### src/rtl/random_matrix_filler_if.sv
// rtl/random_matrix_filler_if.sv - request, generator and matrix-write signals of random_matrix_filler
// slave = the filler itself, master = menu control / generator / matrix RAM side.
interface random_matrix_filler_if #(
  parameter int WIDTH  = 8,
  parameter int ADDR_W = 5
);
  logic              start;
  logic [2:0]        rows;
  logic [2:0]        cols;
  logic [WIDTH-1:0]  min_val;
  logic [WIDTH-1:0]  max_val;
  logic              rng_en;
  logic [WIDTH-1:0]  rng_min;
  logic [WIDTH-1:0]  rng_max;
  logic [WIDTH-1:0]  rng_num;
  logic              wr_en;
  logic [ADDR_W-1:0] wr_addr;
  logic [WIDTH-1:0]  wr_data;
  logic              busy;
  logic              done;
  logic              err;

  modport slave (
    input  start, rows, cols, min_val, max_val, rng_num,
    output rng_en, rng_min, rng_max, wr_en, wr_addr, wr_data, busy, done, err
  );

  modport master (
    output start, rows, cols, min_val, max_val, rng_num,
    input  rng_en, rng_min, rng_max, wr_en, wr_addr, wr_data, busy, done, err
  );
endinterface

### src/rtl/random_matrix_filler.sv
// rtl/random_matrix_filler.sv - fills a rows x cols matrix row-major from a random number generator
// Optional macro FILL_CLAMP_EN: clamp each sample into [rng_min, rng_max] before it is written.
module random_matrix_filler #(
  parameter int WIDTH    = 8,
  parameter int MAX_ROWS = 5,
  parameter int MAX_COLS = 5,
  parameter int ADDR_W   = 5,
  parameter int RNG_LAT  = 1
) (
  input logic                   i_clk,
  input logic                   i_rst,
  random_matrix_filler_if.slave bus
);
  localparam int CNT_W = (RNG_LAT > 1) ? $clog2(RNG_LAT) : 1;
  localparam logic [CNT_W-1:0] LAT_LAST = CNT_W'(RNG_LAT - 1);

  typedef enum logic [2:0] {S_IDLE, S_CHECK, S_REQ, S_WAIT, S_WRITE, S_DONE} state_t;

  state_t            r_state;
  logic [2:0]        r_rows;
  logic [2:0]        r_cols;
  logic [2:0]        r_row;
  logic [2:0]        r_col;
  logic [WIDTH-1:0]  r_min;
  logic [WIDTH-1:0]  r_max;
  logic [WIDTH-1:0]  r_wr_data;
  logic [ADDR_W-1:0] r_wr_addr;
  logic [CNT_W-1:0]  r_lat_cnt;
  logic              r_rng_en;
  logic              r_wr_en;
  logic              r_busy;
  logic              r_done;
  logic              r_err;

  logic              w_bad;
  logic              w_last_col;
  logic              w_last;
  logic [ADDR_W-1:0] w_addr;
  logic [WIDTH-1:0]  w_fill_data;

  assign w_bad = (r_rows == 3'd0) || (r_cols == 3'd0)
              || ({1'b0, r_rows} > 4'(MAX_ROWS)) || ({1'b0, r_cols} > 4'(MAX_COLS))
              || (r_min > r_max);

  assign w_last_col = (r_col == r_cols - 3'd1);
  assign w_last     = w_last_col && (r_row == r_rows - 3'd1);
  assign w_addr     = ADDR_W'(r_row) * ADDR_W'(MAX_COLS) + ADDR_W'(r_col);

`ifdef FILL_CLAMP_EN
  logic [WIDTH-1:0] w_lo_clamped;
  assign w_lo_clamped = (bus.rng_num < r_min) ? r_min : bus.rng_num;
  assign w_fill_data  = (w_lo_clamped > r_max) ? r_max : w_lo_clamped;
`else
  assign w_fill_data = bus.rng_num;
`endif

  // Outputs are registered alongside the state they belong to, so each pulse lines up with its state.
  always_ff @(posedge i_clk) begin
    if (i_rst) begin
      r_state   <= S_IDLE;
      r_rows    <= '0;
      r_cols    <= '0;
      r_row     <= '0;
      r_col     <= '0;
      r_min     <= '0;
      r_max     <= '0;
      r_wr_data <= '0;
      r_wr_addr <= '0;
      r_lat_cnt <= '0;
      r_rng_en  <= 1'b0;
      r_wr_en   <= 1'b0;
      r_busy    <= 1'b0;
      r_done    <= 1'b0;
      r_err     <= 1'b0;
    end else begin
      r_rng_en <= 1'b0;
      r_wr_en  <= 1'b0;
      r_done   <= 1'b0;
      r_err    <= 1'b0;
      case (r_state)
        S_IDLE: begin
          if (bus.start) begin
            r_rows  <= bus.rows;
            r_cols  <= bus.cols;
            r_min   <= bus.min_val;
            r_max   <= bus.max_val;
            r_busy  <= 1'b1;
            r_state <= S_CHECK;
          end
        end
        S_CHECK: begin
          if (w_bad) begin
            r_err   <= 1'b1;
            r_busy  <= 1'b0;
            r_state <= S_IDLE;
          end else begin
            r_row    <= '0;
            r_col    <= '0;
            r_rng_en <= 1'b1;
            r_state  <= S_REQ;
          end
        end
        S_REQ: begin
          r_lat_cnt <= '0;
          r_state   <= S_WAIT;
        end
        S_WAIT: begin
          if (r_lat_cnt == LAT_LAST) begin
            r_wr_en   <= 1'b1;
            r_wr_data <= w_fill_data;
            r_wr_addr <= w_addr;
            r_state   <= S_WRITE;
          end else begin
            r_lat_cnt <= r_lat_cnt + 1'b1;
          end
        end
        S_WRITE: begin
          if (w_last) begin
            r_done  <= 1'b1;
            r_state <= S_DONE;
          end else begin
            if (w_last_col) begin
              r_col <= '0;
              r_row <= r_row + 3'd1;
            end else begin
              r_col <= r_col + 3'd1;
            end
            r_rng_en <= 1'b1;
            r_state  <= S_REQ;
          end
        end
        S_DONE: begin
          r_busy  <= 1'b0;
          r_state <= S_IDLE;
        end
        default: r_state <= S_IDLE;
      endcase
    end
  end

  assign bus.rng_en  = r_rng_en;
  assign bus.rng_min = r_min;
  assign bus.rng_max = r_max;
  assign bus.wr_en   = r_wr_en;
  assign bus.wr_addr = r_wr_addr;
  assign bus.wr_data = r_wr_data;
  assign bus.busy    = r_busy;
  assign bus.done    = r_done;
  assign bus.err     = r_err;
endmodule

### src/flat_wrapper.sv
// flat-port wrapper written by rule: the top's interface ports become plain ports
module random_matrix_filler_flat 
#(
  parameter int WIDTH    = 8,
  parameter int MAX_ROWS = 5,
  parameter int MAX_COLS = 5,
  parameter int ADDR_W   = 5,
  parameter int RNG_LAT  = 1
)
  (i_clk, i_rst, bus_start, bus_rows, bus_cols, bus_min_val, bus_max_val, bus_rng_num, bus_rng_en, bus_rng_min, bus_rng_max, bus_wr_en, bus_wr_addr, bus_wr_data, bus_busy, bus_done, bus_err);
  random_matrix_filler_if #(.WIDTH(WIDTH), .ADDR_W(ADDR_W)) bus_i ();
  input logic i_clk;
  input logic i_rst;
  input wire logic [$bits(bus_i.start)-1:0] bus_start;
  input wire logic [$bits(bus_i.rows)-1:0] bus_rows;
  input wire logic [$bits(bus_i.cols)-1:0] bus_cols;
  input wire logic [$bits(bus_i.min_val)-1:0] bus_min_val;
  input wire logic [$bits(bus_i.max_val)-1:0] bus_max_val;
  input wire logic [$bits(bus_i.rng_num)-1:0] bus_rng_num;
  output wire logic [$bits(bus_i.rng_en)-1:0] bus_rng_en;
  output wire logic [$bits(bus_i.rng_min)-1:0] bus_rng_min;
  output wire logic [$bits(bus_i.rng_max)-1:0] bus_rng_max;
  output wire logic [$bits(bus_i.wr_en)-1:0] bus_wr_en;
  output wire logic [$bits(bus_i.wr_addr)-1:0] bus_wr_addr;
  output wire logic [$bits(bus_i.wr_data)-1:0] bus_wr_data;
  output wire logic [$bits(bus_i.busy)-1:0] bus_busy;
  output wire logic [$bits(bus_i.done)-1:0] bus_done;
  output wire logic [$bits(bus_i.err)-1:0] bus_err;
  assign bus_i.start = bus_start;
  assign bus_i.rows = bus_rows;
  assign bus_i.cols = bus_cols;
  assign bus_i.min_val = bus_min_val;
  assign bus_i.max_val = bus_max_val;
  assign bus_i.rng_num = bus_rng_num;
  assign bus_rng_en = bus_i.rng_en;
  assign bus_rng_min = bus_i.rng_min;
  assign bus_rng_max = bus_i.rng_max;
  assign bus_wr_en = bus_i.wr_en;
  assign bus_wr_addr = bus_i.wr_addr;
  assign bus_wr_data = bus_i.wr_data;
  assign bus_busy = bus_i.busy;
  assign bus_done = bus_i.done;
  assign bus_err = bus_i.err;
  random_matrix_filler #(.WIDTH(WIDTH), .MAX_ROWS(MAX_ROWS), .MAX_COLS(MAX_COLS), .ADDR_W(ADDR_W), .RNG_LAT(RNG_LAT)) u_core (.i_clk(i_clk), .i_rst(i_rst), .bus(bus_i));
endmodule
### config.mk
export PLATFORM = sky130hd
export DESIGN_NAME = random_matrix_filler_flat
export DESIGN_NICKNAME = d
export VERILOG_FILES = /design/src/rtl/random_matrix_filler_if.sv /design/src/rtl/random_matrix_filler.sv /design/src/flat_wrapper.sv
export SDC_FILE = /design/constraint.sdc
export NUM_CORES = 1
export LEC_CHECK = 0
export CAP_MARGIN = 10
export CORE_MARGIN = 2
export CORE_UTILIZATION = 60
export CTS_CLUSTER_SIZE = 20
export DETAILED_ROUTE_END_ITERATION = 8
export DONT_BUFFER_PORTS = 1
export GPL_ROUTABILITY_DRIVEN = 0
export PLACE_DENSITY = 0.76
export SLEW_MARGIN = 0
export SYNTH_ARGS = -nofsm -noshare
export SYNTH_HDL_FRONTEND = slang
export SYNTH_SLANG_ARGS = --single-unit
### constraint.sdc
create_clock -name i_clk -period 2.4 [get_ports i_clk]
set_input_delay 0.24 -clock i_clk [delete_from_list [all_inputs] [get_ports i_clk]]
set_output_delay 0.24 -clock i_clk [all_outputs]
set_load 0.03 [all_outputs]
==> run_results.csv <==
group,metric,value,unit
sta,tns,0,ns
floorplanning,boundaryPins,67,
sta,fin_skew,0.00426,ns
synthesis,synth_cell_types,39,
setup_path,cp_max_fo,4,
power,power,0.00168,W
synthesis,synth_top_area_share,40.9,%
synthesis,syn_avg_cell_area,8.42,um2
power,cellPowerDensity,623,mW/mm2
placement,place_hpwl,3540,um
synthesis,synth_cells,285,
clocking,clockBufferDepth,2,
synthesis,ys_seq_elements,49,
grt,antenna_found_initial,0,
cells_and_area,fin_cells,348,
clocking,cts_setup_buffers,0,
grt,grt_usage,24.1,%
synthesis,synth_ff_type,"dfxtp_1",
drt,viasPerCell,5.57,
cells_and_area,synthToLayoutAreaGrowth,12.4,%
synthesis,synth_area,0.00240,mm2
drt,drt_iter0_drc,156,
floorplanning,dieArea,0.00452,mm2
sta,drv_slew,0,
setup_path,critPathRequiredTime,2.58,ns
grt,grt_pass1_wl,8160,um
floorplanning,dieHeight,67.2,um
setup_path,path_cells,"inv_1 -> ha_1 -> nor2_1 -> a21oi_1 -> a211oi_1 -> a41oi_1 -> a2111oi_0",
sta,max_slew_margin,62.7,%
clocking,cts_max_level,2,
drt,dr.pass1.iters,4,
cells_and_area,drive_gt1_share,12.0,%
sta,rsz0062_at_grt,"no",
synthesis,yosys.area.top_type,"dfxtp_1",
sta,worst_slew_pin_slew,0.552,ns
grt,grt-ovfl-total,0,
clocking,numCtsBuffers,5,
synthesis,synth-edff-count,0,
sta,finalHoldViolations,0,
clocking,tritoncts,"yes",
synthesis,synth_fp_nets,342,
drt,ant_nets,0,
placement,placedCellCount,338,
sta,fin_crit,2.22,ns
setup_path,crit_path_start_kind,"flip-flop",
setup_path,critPathBufInv,1,
run_status,status,"finished clean",
sta,finalCritPeriodShare,92.5,%
placement,port_buffers,0,
synthesis,yosysSeqAreaShare,40.9,%
drt,totalWireLength,5140,um
cells_and_area,diodes,0,
grt,grt_pass1_vias,1795,
clocking,cts.sinks,49,
cells_and_area,utilization,72.1,%
setup_path,setup.worst_path.class,"flip-flop to flip-flop",
power,p_leak,1.11,nW
clocking,clk_pin_slew_worst_paths,0.09,ns
setup_path,cpPeakStageDelay,0.48,ns
cells_and_area,nNetsFinal,357,
floorplanning,start_util,64.1,%
worst_hold_path,hp-class,"input port to flip-flop",
job,drv_cap,0,
synthesis,async_flop_share,0,%
floorplanning,coreArea,0.00374,mm2
drt,via_count,1940,
clocking,ctsRootBufferMaster,"clkbuf_8",
setup_path,worst_setup_path_end_kind,"flip-flop",
setup_path,critPathSlowestCell,"a2111oi_0",
floorplanning,fp-row-count,22,
drt,drc,0,
setup_path,critical_path.top_delay_family,"compound AO/OA/AOI/OAI gates",
synthesis,synthTopCellsByArea,"dfxtp_1 41%, ha_1 12%, nand2_1 11%",
setup_path,worstPathArrival,2.40,ns
cells_and_area,fin_area,0.00270,mm2
placement,place_area,0.00255,mm2
clocking,clk_latency,0.30,ns
grt,grt_start_max_net_pins,40,
floorplanning,die_w,67.2,um
synthesis,synth_most_common_cell,"nand2_1",
drt,wire_per_inst,14.8,um
power,vdd_drop_max,484,uV
sta,max_freq,450,MHz
synthesis,synth_common_cells,"70 x nand2_1, 49 x dfxtp_1, 44 x a21oi_1",
sta,setup_violations,0,
synthesis,synth_warnings,0,
-- power breakdown --
group / switching (W) / internal (W)
sequential: 0.0000263 / 0.000841
combinational: 0.000146 / 0.0000954
clock: 0.000268 / 0.000303
-- layout by cell type, fill, tap and decap left out, types with 4 or more instances in the layout --
master,n
nor2_1,9
nor2b_1,4
dfxtp_1,49
clkbuf_8,5
xor2_1,4
buf_4,19
a211oi_1,5
nand2_1,70
inv_1,15
o21ai_0,4
nand2b_1,6
xnor2_1,5
a21oi_1,44
ha_1,23
-- per-stage QoR --
step / setup slack [ns] / hold slack, ns
CTS: 0.134 / 0.000617
floorplan: 0.339 / 0.329
finish: 0.180 / 0.0260
global placement: 0.306 / 0.314
global route: 0.0110 / 0.0168
detailed placement: 0.228 / 0.315
-- sequential cells by signal, indices dropped and copies added (netlist names) --
signal / flops
u_core.r_col: 3
u_core.r_cols: 3
u_core.bus.wr_en: 1
u_core.bus.rng_min: 8
u_core.bus.rng_en: 1
u_core.bus.err: 1
u_core.r_state: 3
u_core.r_rows: 3
u_core.bus.done: 1
u_core.bus.wr_addr: 5
u_core.bus.busy: 1
u_core.bus.wr_data: 8
u_core.r_row: 3
u_core.bus.rng_max: 8
-- cell families (layout without fill, tap and decap cells) --
| logic type | count (synthesis) | in the layout | share of synthesized area [%] |
|---|---|---|---|
| xor+xnor | 10 | 10 | 4.22 |
| compound gates | 65 | 65 | 16.3 |
| simple gates | 108 | 108 | 20.9 |
| buf+inv | 29 | 44 | 4.85 |
| fa+ha+maj | 24 | 24 | 12.8 |
| flops | 49 | 49 | 40.9 |
-- routing by layer --
| layer | GRT usage, % | wire length, um | vias up |
|---|---|---|---|
| met2 | 37.6 | 2400 | 63 |
| met5 | 0 | 0 | - |
| li1 | - | - | 988 |
| met4 | 7.40 | 68 | 0 |
| met1 | 32.6 | 2340 | 881 |
| met3 | 6.33 | 326 | 8 |
-- what timing repair did --
item | CTS | global route
setup endpoints to repair | 0 | 3
hold buffers | 2 | 1
endpoints found under the hold margin | 39 | 3
resized for setup | 0 | 1
-- layout make-up --
cell class                      instances  area, um2
Multi-Input combinational cell        207       1310
Clock buffer                            5       68.8
Tap cell                               48       60.1
Sequential cell                        49        981
Inverter                               15       56.3
Clock inverter                          2       35.0
Fill cell                             308       1050
Timing Repair Buffer                   22        183
-- final timing paths --
check / startpoint / end / slack [ns] / cells after the start
hold reg to reg: u_core.r_cols[1] / u_core.r_cols[1] / 0.46 / 2
setup / recovery: u_core.r_rows[0] / u_core.bus.rng_en / 0.18 / 7
setup reg to reg: u_core.r_rows[0] / u_core.bus.rng_en / 0.18 / 7
hold / removal: i_rst / u_core.bus.rng_en / 0.03 / 1
-- worst reg2reg max path, stage by stage, from the launching register on --
cell and delay, ns:
dfxtp_1 0.42, inv_1 0.09, ha_1 0.19, nor2_1 0.10, a21oi_1 0.06, a211oi_1 0.40, a41oi_1 0.35, a2111oi_0 0.48
(Power assumes the default switching activity.)
